--- src/rtl/systolic_seq_ctrl.sv ---
// Sequencer for a weight-stationary systolic array: loads cfg_k weight rows,
// then streams cfg_len input vectors with diagonal row/column enable skew.
module systolic_seq_ctrl #(
    parameter int unsigned ROWS = 32,
    parameter int unsigned COLS = 32,
    parameter int unsigned KW   = 5,
    parameter int unsigned LW   = 8
) (
    input  logic            clk,
    input  logic            nrst,
    input  logic            start,
    input  logic            abort,
    input  logic            stall,
    input  logic [KW-1:0]   cfg_k,
    input  logic [LW-1:0]   cfg_len,
    output logic            w_ps,
    output logic            w_load_en,
    output logic [ROWS-1:0] input_en,
    output logic [COLS-1:0] out_en,
    output logic            busy,
    output logic            done
);

    localparam int unsigned TW = $clog2(ROWS + COLS + 2**LW);

    typedef enum logic [1:0] {IDLE, LOAD_W, STREAM, DONE} state_t;

    state_t         state;
    logic [KW-1:0]  k_lat;
    logic [KW-1:0]  load_cnt;
    logic [LW-1:0]  len_lat;
    logic [TW-1:0]  t;
    logic [TW-1:0]  t_next;
    logic [TW-1:0]  t_last;

    // Last schedule step of the stream phase: T-1 = ROWS+COLS-2+len.
    assign t_last = TW'(ROWS + COLS - 2) + TW'(len_lat);
    assign t_next = t + TW'(1);

    function automatic logic [ROWS-1:0] in_dec(input logic [TW-1:0] tt,
                                               input logic [LW-1:0] len);
        logic [ROWS-1:0] v;
        v = '0;
        for (int r = 0; r < int'(ROWS); r++) begin
            v[r] = (tt >= TW'(r)) && (tt < TW'(r) + TW'(len));
        end
        return v;
    endfunction

    function automatic logic [COLS-1:0] out_dec(input logic [TW-1:0] tt,
                                                input logic [LW-1:0] len);
        logic [COLS-1:0] v;
        v = '0;
        for (int c = 0; c < int'(COLS); c++) begin
            v[c] = (tt >= TW'(ROWS + c)) && (tt < TW'(ROWS + c) + TW'(len));
        end
        return v;
    endfunction

    // Enables are registered as the decode of the step shown in the next cycle.
    always_ff @(posedge clk or negedge nrst) begin
        if (!nrst) begin
            state     <= IDLE;
            k_lat     <= '0;
            len_lat   <= '0;
            load_cnt  <= '0;
            t         <= '0;
            w_ps      <= 1'b0;
            w_load_en <= 1'b0;
            input_en  <= '0;
            out_en    <= '0;
            busy      <= 1'b0;
            done      <= 1'b0;
        end else begin
            w_ps      <= 1'b0;
            w_load_en <= 1'b0;
            input_en  <= '0;
            out_en    <= '0;
            done      <= 1'b0;
            if (abort) begin
                state    <= IDLE;
                busy     <= 1'b0;
                k_lat    <= '0;
                len_lat  <= '0;
                load_cnt <= '0;
                t        <= '0;
            end else begin
                case (state)
                    IDLE: begin
                        if (start) begin
                            k_lat   <= cfg_k;
                            len_lat <= cfg_len;
                            busy    <= 1'b1;
                            t       <= '0;
                            if (cfg_k == '0 || cfg_len == '0) begin
                                state <= DONE;
                                done  <= 1'b1;
                            end else begin
                                state     <= LOAD_W;
                                load_cnt  <= KW'(1);
                                w_ps      <= 1'b1;
                                w_load_en <= 1'b1;
                            end
                        end
                    end
                    LOAD_W: begin
                        if (load_cnt == k_lat) begin
                            state    <= STREAM;
                            t        <= '0;
                            input_en <= in_dec('0, len_lat);
                            out_en   <= out_dec('0, len_lat);
                        end else begin
                            load_cnt  <= load_cnt + KW'(1);
                            w_ps      <= 1'b1;
                            w_load_en <= 1'b1;
                        end
                    end
                    STREAM: begin
                        // A stalled edge leaves t on the step already shown.
                        if (!stall) begin
                            if (t == t_last) begin
                                state <= DONE;
                                done  <= 1'b1;
                            end else begin
                                t        <= t_next;
                                input_en <= in_dec(t_next, len_lat);
                                out_en   <= out_dec(t_next, len_lat);
                            end
                        end
                    end
                    DONE: begin
                        state    <= IDLE;
                        busy     <= 1'b0;
                        k_lat    <= '0;
                        len_lat  <= '0;
                        load_cnt <= '0;
                        t        <= '0;
                    end
                    default: state <= IDLE;
                endcase
            end
        end
    end

endmodule

--- config.mk ---
export PLATFORM = sky130hd
export DESIGN_NAME = systolic_seq_ctrl
export DESIGN_NICKNAME = d
export VERILOG_FILES = /design/src/rtl/systolic_seq_ctrl.sv
export SDC_FILE = /design/constraint.sdc
export NUM_CORES = 1
export LEC_CHECK = 0
export ABC_AREA = 1
export CORE_ASPECT_RATIO = 1.25
export CORE_MARGIN = 2
export CORE_UTILIZATION = 40
export CTS_CLUSTER_DIAMETER = 50
export DETAILED_ROUTE_END_ITERATION = 7
export PLACE_DENSITY = 0.57
export SLEW_MARGIN = 10
export SYNTH_ARGS = -nofsm -noshare
export SYNTH_HDL_FRONTEND = slang
export SYNTH_SLANG_ARGS = --single-unit
--- constraint.sdc ---
create_clock -name clk -period 6.2 [get_ports clk]
set_clock_uncertainty 0.05 [all_clocks]
set_input_delay 0.93 -clock clk [delete_from_list [all_inputs] [get_ports clk]]
set_output_delay 0.93 -clock clk [all_outputs]
set_load 0.1 [all_outputs]
==> metrics.log, run 1 <==
[metrics] Worst R2R Setup Slack: about 1.5 ns
[metrics] starting utilization of the core area: between 40% and 50%
[metrics] result of the run: finished clean
[metrics] number of inserted filler cells in the final layout: around 4300
[metrics] sequential cell area: between 2000 and 2500 um^2
[metrics] Leakage: approximately 0.010 uW
[metrics] fraction of power consumed by sequential logic: 18.7%
[metrics] number of vias per cell: 5.32
[metrics] first drt pass iteration count: 6
[metrics] switching power as a share of total power: 56.6%
[metrics] GR Overflow Total: 0
[metrics] postcts setup bufs: 0
[metrics] end point of the worst hold path: busy
[metrics] data arrival time of the critical path: around 5.0 ns
[metrics] Clock H-tree levels: 3
[metrics] largest area contributor in the netlist: ha_1
[metrics] number of synthesis warnings: 0
[metrics] crit share post-route: between 70% and 80%
[metrics] hold violation count in the final report: 0
[metrics] global placement routability congestion: 0.994
[metrics] largest cells by area after synthesis: ha_1, nand2_1, dfrtp_1
[metrics] DIE HEIGHT: about 230 um
[metrics] Detailed Route WL: approximately 66000 um
[metrics] Final Setup Violations: 0
[metrics] Max-Slew Margin vs Limit: about a third
[metrics] Row Count: 83
[metrics] wire length per cell: around 21 um
[metrics] reg-to-reg critical path startpoint: len_lat[4]
[metrics] antenna violations before repair: 0
[metrics] clock-pin slew reported for the worst setup and hold paths after clock tree synthesis: 0.09 ns
[metrics] antenna violation net count after detailed routing: 0
[metrics] Worst Hold Class: register to register
[metrics] maximum number of pins on one net before global-route repair: 57
[metrics] sequential fraction of the synthesis area: between 10 and 15%
[metrics] Overall Global Routing Usage: ~31%
[metrics] chip width: between 150 and 200 um
[metrics] final hold slack: about 0.44 ns
[metrics] design internal power: roughly 1700 uW
[metrics] first-pass GRT wire length: roughly 100000 um
[metrics] post-synthesis instance area: about 17000 um^2
[metrics] Max Clock Freq: approximately 210 MHz
[metrics] nets in the synthesized netlist: 2927
[metrics] total number of vias: roughly 17000
[metrics] final core area utilization: 44.7%
[metrics] power density over the cells: ~210 nW/um^2
[metrics] hpwl dp: 51300 um
[metrics] Crit Path Category: register to register
[metrics] post-cts repair resize count: 0
[metrics] CTS buffer count: 9
[metrics] total I/O pin count: 86
[metrics] cts hold-fix bufs: 0
[metrics] synthesized flop and latch total: 96
[metrics] largest fanout on the critical path: 56
[metrics] net switching power figure: ~2200 uW
[metrics] maximum root-to-sink buffer count: 2
[metrics] final routed DRC violation total: 0
[metrics] floorplan die area: 43000 um^2
[metrics] core area: slightly above 40000 um^2
[metrics] post-layout net count: roughly 3000
[metrics] Sinks on Clock Net: 96
[metrics] max-cap check violation count: 0
[metrics] post-layout instance count excluding filler cells: 3167
[metrics] Register-to-Register Path Depth: 13
[metrics] cell count after synthesis: between 2000 and 3000
[metrics] Root Buffer Master: clkbuf_16
[metrics] instance count after placement with tap cells included: 3151
[metrics] final critical-path required period: 4.72 ns
[metrics] Worst Setup End Kind: register
[metrics] Sum Neg Setup Slack: 0 ns
[metrics] number of global-route vias before repair: between 15000 and 20000
[metrics] RSZ-0062 raised after global routing: false
[metrics] post-synthesis average cell area: ~6.5 um^2
[metrics] hold wc startpoint: busy
[metrics] area used by multi-input combinational logic: 12100 um^2
[metrics] clock group share of total power: between 10% and 20%
[metrics] reg-to-reg critical path endpoint: input_en[3]
[metrics] synthesis-to-finish area growth: 10.5%
[metrics] portion of total power attributed to combinational logic: 65.7%
[metrics] count of input and output buffers: 85
[metrics] number of stages on the worst hold path: 2
[metrics] Starting DRT DRC Count: around 1500
[metrics] library cells used by synthesis: 40
[metrics] share of Yosys cell area claimed by the top area cell type: between 20 and 30%
[metrics] antenna fix cells: 0
[metrics] IR drop worst, VDD: ~0.13 mV
[metrics] actual slew at the worst max-slew pin: 1.03 ns
[metrics] worst slack at placement: about 1.7 ns
[metrics] critical path startpoint category: register
[metrics] final worst-path setup slack: 1.48 ns
[metrics] proportion of layout cells with a drive suffix above 1: around 3.7%
[metrics] CTS tree: yes
[metrics] clock network latency to the later pin of the worst-skew pair: between 0.3 and 0.4 ns
[metrics] Pins Over Slew Limit: 0
[metrics] WP data required: approximately 6.5 ns
-- synth_stat cells --
| master | instances |
|---|---|
| a21boi_0 | 15 |
| a21oi_1 | 160 |
| a21oi_4 | 1 |
| a31oi_1 | 7 |
| buf_1 | 9 |
| buf_2 | 12 |
| buf_4 | 9 |
| buf_6 | 6 |
| clkbuf_1 | 36 |
| clkinv_1 | 3 |
| dfrtp_1 | 96 |
| ha_1 | 355 |
| inv_1 | 437 |
| inv_2 | 9 |
| nand2_1 | 666 |
| nand2_2 | 14 |
| nand3_1 | 115 |
| nand3_2 | 1 |
| nand3b_1 | 14 |
| nand4_1 | 26 |
| nor2_1 | 199 |
| nor2_2 | 5 |
| nor2_4 | 5 |
| nor3_1 | 31 |
| nor3_2 | 1 |
| nor3b_1 | 1 |
| o211ai_1 | 1 |
| o211ai_2 | 1 |
| o21a_1 | 1 |
| o21ai_0 | 143 |
| o21ai_1 | 4 |
| o21ai_2 | 1 |
| o21ai_4 | 1 |
| o21bai_1 | 4 |
| o22ai_1 | 9 |
| o311ai_0 | 1 |
| o31ai_1 | 1 |
| or2_0 | 1 |
| xnor2_1 | 3 |
| xor2_1 | 150 |
-- area by class of cell --
type,count,area share (%)
clock inverters,5,0.246
clock buffers,11,1.38
multi-input cells,1937,66.3
well taps,552,3.78
inverters,449,9.22
flip-flops and latches,96,13.1
repair buffers,117,5.95
-- critical path: stages (launching register included) --
cell	delay (ns)
dfrtp_1	0.78
inv_1	0.81
ha_1	0.59
inv_1	0.28
o21ai_2	0.24
nand2_1	0.15
nand2_1	0.13
inv_1	0.08
nor2_1	0.14
nor2_1	0.07
nand3_2	0.24
buf_4	0.60
nand4_1	0.27
nor2_1	0.14
-- layer usage --
metal	share of wire, %	vias to the layer above	GRT usage (%)
met2	46	688	50.6
met4	4.7	0	14.1
met1	43	7781	41.5
met3	6.5	166	3.44
met5	0	-	0
li1	-	8198	-
-- power groups by stage --
stage	sequential (uW)	clock [uW]	combinational, uW
floorplan	758	0	1680
global placement	738	0	2470
detailed placement	740	0	2520
CTS	728	619	2540
global route	736	645	2870
finish	730	615	2570
-- cells by family (layout without fill, tap and decap cells) --
group,count (synthesis),in the layout,share of synthesized area (%)
and+or+nand+nor,1079,1079,26.9
buffers and inverters,521,582,12.4
adders and majority gates,355,355,26.8
AOI/OAI and AO/OA,350,350,11.3
xor gates and xnor gates,153,153,8.10
DFF,96,96,14.5
-- flip-flops by register name (all words and copies together) (netlist names) --
signal and count:
busy 1, out_en 32, state 2, done 1, w_load_en 1, len_lat 8
t 9, input_en 32, load_cnt 5, k_lat 5
-- cells in the final DEF (no fill, tap or decap), types with 7 or more instances in the layout --
master / n
nand4_1: 26
nor3_1: 31
nor2_2: 7
inv_1: 434
a21oi_1: 160
clkdlybuf4s50_1: 84
ha_1: 355
a21boi_0: 15
xor2_1: 150
dfrtp_1: 96
a31oi_1: 7
nor2_1: 196
nand3b_1: 14
o22ai_1: 9
buf_4: 33
inv_2: 12
nand2_2: 16
nand3_1: 115
o21ai_0: 143
clkbuf_16: 9
nand2_1: 664
-- metrics by stage --
stage               instance area [um^2]  total power (uW)
finish                             18300              3920
detailed placement                 18000              3260
floorplan                          16600              2440
global placement                   18000              3210
global route                       18300              4250
CTS                                18300              3880
-- worst max path at each step --
stage,end,slack (ns),depth (start not counted),from
2_1_floorplan,out_en[31],2.98,18,len_lat[2]
3_3_place_gp,input_en[19],1.76,13,len_lat[4]
3_5_place_dp,out_en[18],1.71,12,len_lat[4]
4_1_cts,out_en[18],1.66,12,len_lat[4]
5_1_grt,input_en[19],1.42,12,len_lat[4]
6_report,input_en[3],1.48,13,len_lat[4]
No activity file was read; power rests on OpenSTA's default activity.
==> run 2: changes to the inputs <==
Clock period 6.2 ns to 4.4 ns, I/O delays scaled along.
==> run 2 against run 1 <==
Die area unchanged. Sequential share of layout area decreased by 0.23 points. Register-to-register slack got worse by 1.2 ns. Hold slack got worse by 0.15 ns. Maximum frequency increased by 14%. Critical path type unchanged. Critical endpoint is now out_en[19]. Largest power group unchanged.
==> metrics.log, run 2 (synthesized netlist as in run 1, its figures left out) <==
[metrics] result of the run: finished clean
[metrics] critical path startpoint category: register
[metrics] instance count after placement with tap cells included: 3188 (+1.2%)
[metrics] most common cell after layout, fill and taps aside: nand2_1
[metrics] maximum number of pins on one net before global-route repair: 52 (-8.8%)
[metrics] CTS tree: yes
[metrics] number of inserted filler cells in the final layout: 4358 (+0.25%)
[metrics] post-layout net count: 3020 (+1.2%)
[metrics] actual slew at the worst max-slew pin: 1.02 ns (-0.00653 ns)
[metrics] total I/O pin count: 86 (unchanged)
[metrics] number of global-route vias before repair: 16200 (+0.29%)
[metrics] IR drop worst, VDD: 0.194 mV (+51%)
[metrics] cell-by-cell listing of the critical path: inv_1, buf_4, ha_1, nor2_1, xor2_1, inv_1, ha_1, inv_1, a21oi_1, nand2_1, nand2_1, nand2_1, nand2_1, nand2_1, a21oi_1, nor2_1, nor2_1
[metrics] routed length on met2: 31800 um (+4.7%)
[metrics] Starting DRT DRC Count: 1563 (+3.7%)
[metrics] floorplan die area: 43000 um^2 (unchanged)
[metrics] crit share post-route: 94.4% (+18 points)
[metrics] power density over the cells: 307 nW/um^2 (+44%)
[metrics] critical path's slowest cell: dfrtp_1
[metrics] area used by multi-input combinational logic: 12100 um^2 (about the same)
[metrics] CP most frequent cell: nand2_1
[metrics] antenna violation net count after detailed routing: 0 (unchanged)
[metrics] number of vias per cell: 5.42 (+1.9%)
[metrics] first drt pass iteration count: 6 (unchanged)
[metrics] final critical-path required period: 4.15 ns (-0.567 ns)
[metrics] WL met3: 5510 um (+28%)
[metrics] final core area utilization: 45.5% (+0.79 points)
[metrics] max-cap check violation count: 0 (unchanged)
[metrics] WP data required: 4.67 ns (-1.78 ns)
[metrics] Root Buffer Master: clkbuf_16
[metrics] first-pass GRT wire length: 105000 um (+5.2%)
[metrics] starting utilization of the core area: 40.5% (unchanged)
[metrics] sequential cell area: 2400 um^2 (unchanged)
[metrics] final routed DRC violation total: 0 (unchanged)
[metrics] core area: 40900 um^2 (unchanged)
[metrics] chip width: 186 um (unchanged)
[metrics] Worst Hold Class: primary input to async pin
[metrics] clock-pin slew reported for the worst setup and hold paths after clock tree synthesis: 0.09 ns (about the same)
[metrics] post-cts repair resize count: 0 (unchanged)
[metrics] DIE HEIGHT: 231 um (unchanged)
[metrics] antenna violations before repair: 0 (unchanged)
[metrics] maximum single-stage delay on the critical path: 0.81 ns (about the same)
[metrics] Top Layer Used: met4
[metrics] Worst Setup End Kind: register
[metrics] wire length per cell: 22.6 um (+7.9%)
[metrics] synthesis-to-finish area growth: 12.4%
[metrics] Sinks on Clock Net: 96 (unchanged)
[metrics] Crit Path Category: register to register
[metrics] proportion of layout cells with a drive suffix above 1: 5.02% (+1.3 points)
[metrics] Overall Global Routing Usage: 33.7% (+2.5 points)
[metrics] Row Count: 83 (unchanged)
[metrics] postcts setup bufs: 0 (unchanged)
[metrics] count of input and output buffers: 85 (unchanged)
[metrics] Pins Over Slew Limit: 0 (unchanged)
[metrics] hold violation count in the final report: 0 (unchanged)
[metrics] global placement routability congestion: 1.04 (+4.3%)
[metrics] largest fanout on the critical path: 15 (-73%)
[metrics] hpwl dp: 55700 um (+8.5%)
[metrics] detailed-routing wirelength on met1: 30700 um (+7.3%)
[metrics] Leakage: 0.0104 uW (+2.0%)
[metrics] post-layout instance count excluding filler cells: 3205 (+1.2%)
[metrics] Max-Slew Margin vs Limit: 31.9% (+0.44 points)
[metrics] RSZ-0062 raised after global routing: false
[metrics] Max Clock Freq: 241 MHz (+14%)
[metrics] total number of vias: 17400 (+3.1%)
[metrics] count of buffer and inverter cells on the critical path: 4 (unchanged)
[metrics] Final Setup Violations: 0 (unchanged)
[metrics] clock network latency to the later pin of the worst-skew pair: 0.40 ns (about the same)
[metrics] Sum Neg Setup Slack: 0 ns (unchanged)
[metrics] CTS buffer count: 9 (unchanged)
[metrics] Clock H-tree levels: 3 (unchanged)
[metrics] overall power: 5720 uW (+46%)
[metrics] maximum root-to-sink buffer count: 2 (unchanged)
[metrics] GR Overflow Total: 0 (unchanged)
[metrics] data arrival time of the critical path: 4.42 ns (-0.55 ns)
[metrics] cts hold-fix bufs: 0 (unchanged)
[metrics] crit-path leading delay family: simple AND/OR/NAND/NOR gates
[metrics] largest registers: input_en (32), out_en (32), t (9)
[metrics] commonest cells after routing, fill and taps aside: nand2_1, inv_1, ha_1, nor2_1, a21oi_1
[metrics] Detailed Route WL: 72500 um (+9.2%)
[run 2: layout make-up]
class                   count  area share, %
diodes                      1         0.0134
clock buffers               9           1.21
clock inverters             7          0.377
inverters                 449           9.06
multi-input cells        1937           65.1
flip-flops and latches     96           12.9
well taps                 552           3.71
repair buffers            154           7.61
[run 2: per-stage QoR]
| step | hold slack [ns] | setup slack, ns | instance area [um^2] |
|---|---|---|---|
| floorplan | 0.314 | 1.18 | 16600 |
| global placement | 0.406 | 0.350 | 18300 |
| detailed placement | 0.422 | 0.365 | 18300 |
| CTS | 0.331 | 0.297 | 18600 |
| global route | 0.351 | 0.0642 | 18600 |
| finish | 0.289 | 0.248 | 18600 |
[run 2: path summary, 6_finish.rpt]
kind / from / to / slack (ns) / cells after the start
worst max-delay path: len_lat[1] / out_en[19] / 0.25 / 17
worst min-delay path: nrst / input_en[31] / 0.29 / 1
worst max register to register: len_lat[1] / out_en[19] / 0.25 / 17
worst min register to register: busy / busy / 0.44 / 2
max in group asynchronous: nrst / k_lat[4] / 3.03 / 2
min in group clk: busy / busy / 0.44 / 2
[run 2: routing by layer]
layer	up-vias	global-route usage [%]
met5	-	0
met4	0	19.4
met3	227	4.37
met2	863	52.2
met1	8001	44.8
li1	8270	-
[run 2: report_power, final]
| group | switching (uW) | total [uW] | leakage (uW) | internal, uW |
|---|---|---|---|---|
| logic | 2730 | 3830 | 0.00890 | 1100 |
| registers | 95.0 | 1030 | 0.00133 | 934 |
| clock network | 459 | 860 | 0.000142 | 401 |
| total | 3290 | 5720 | 0.0104 | 2430 |
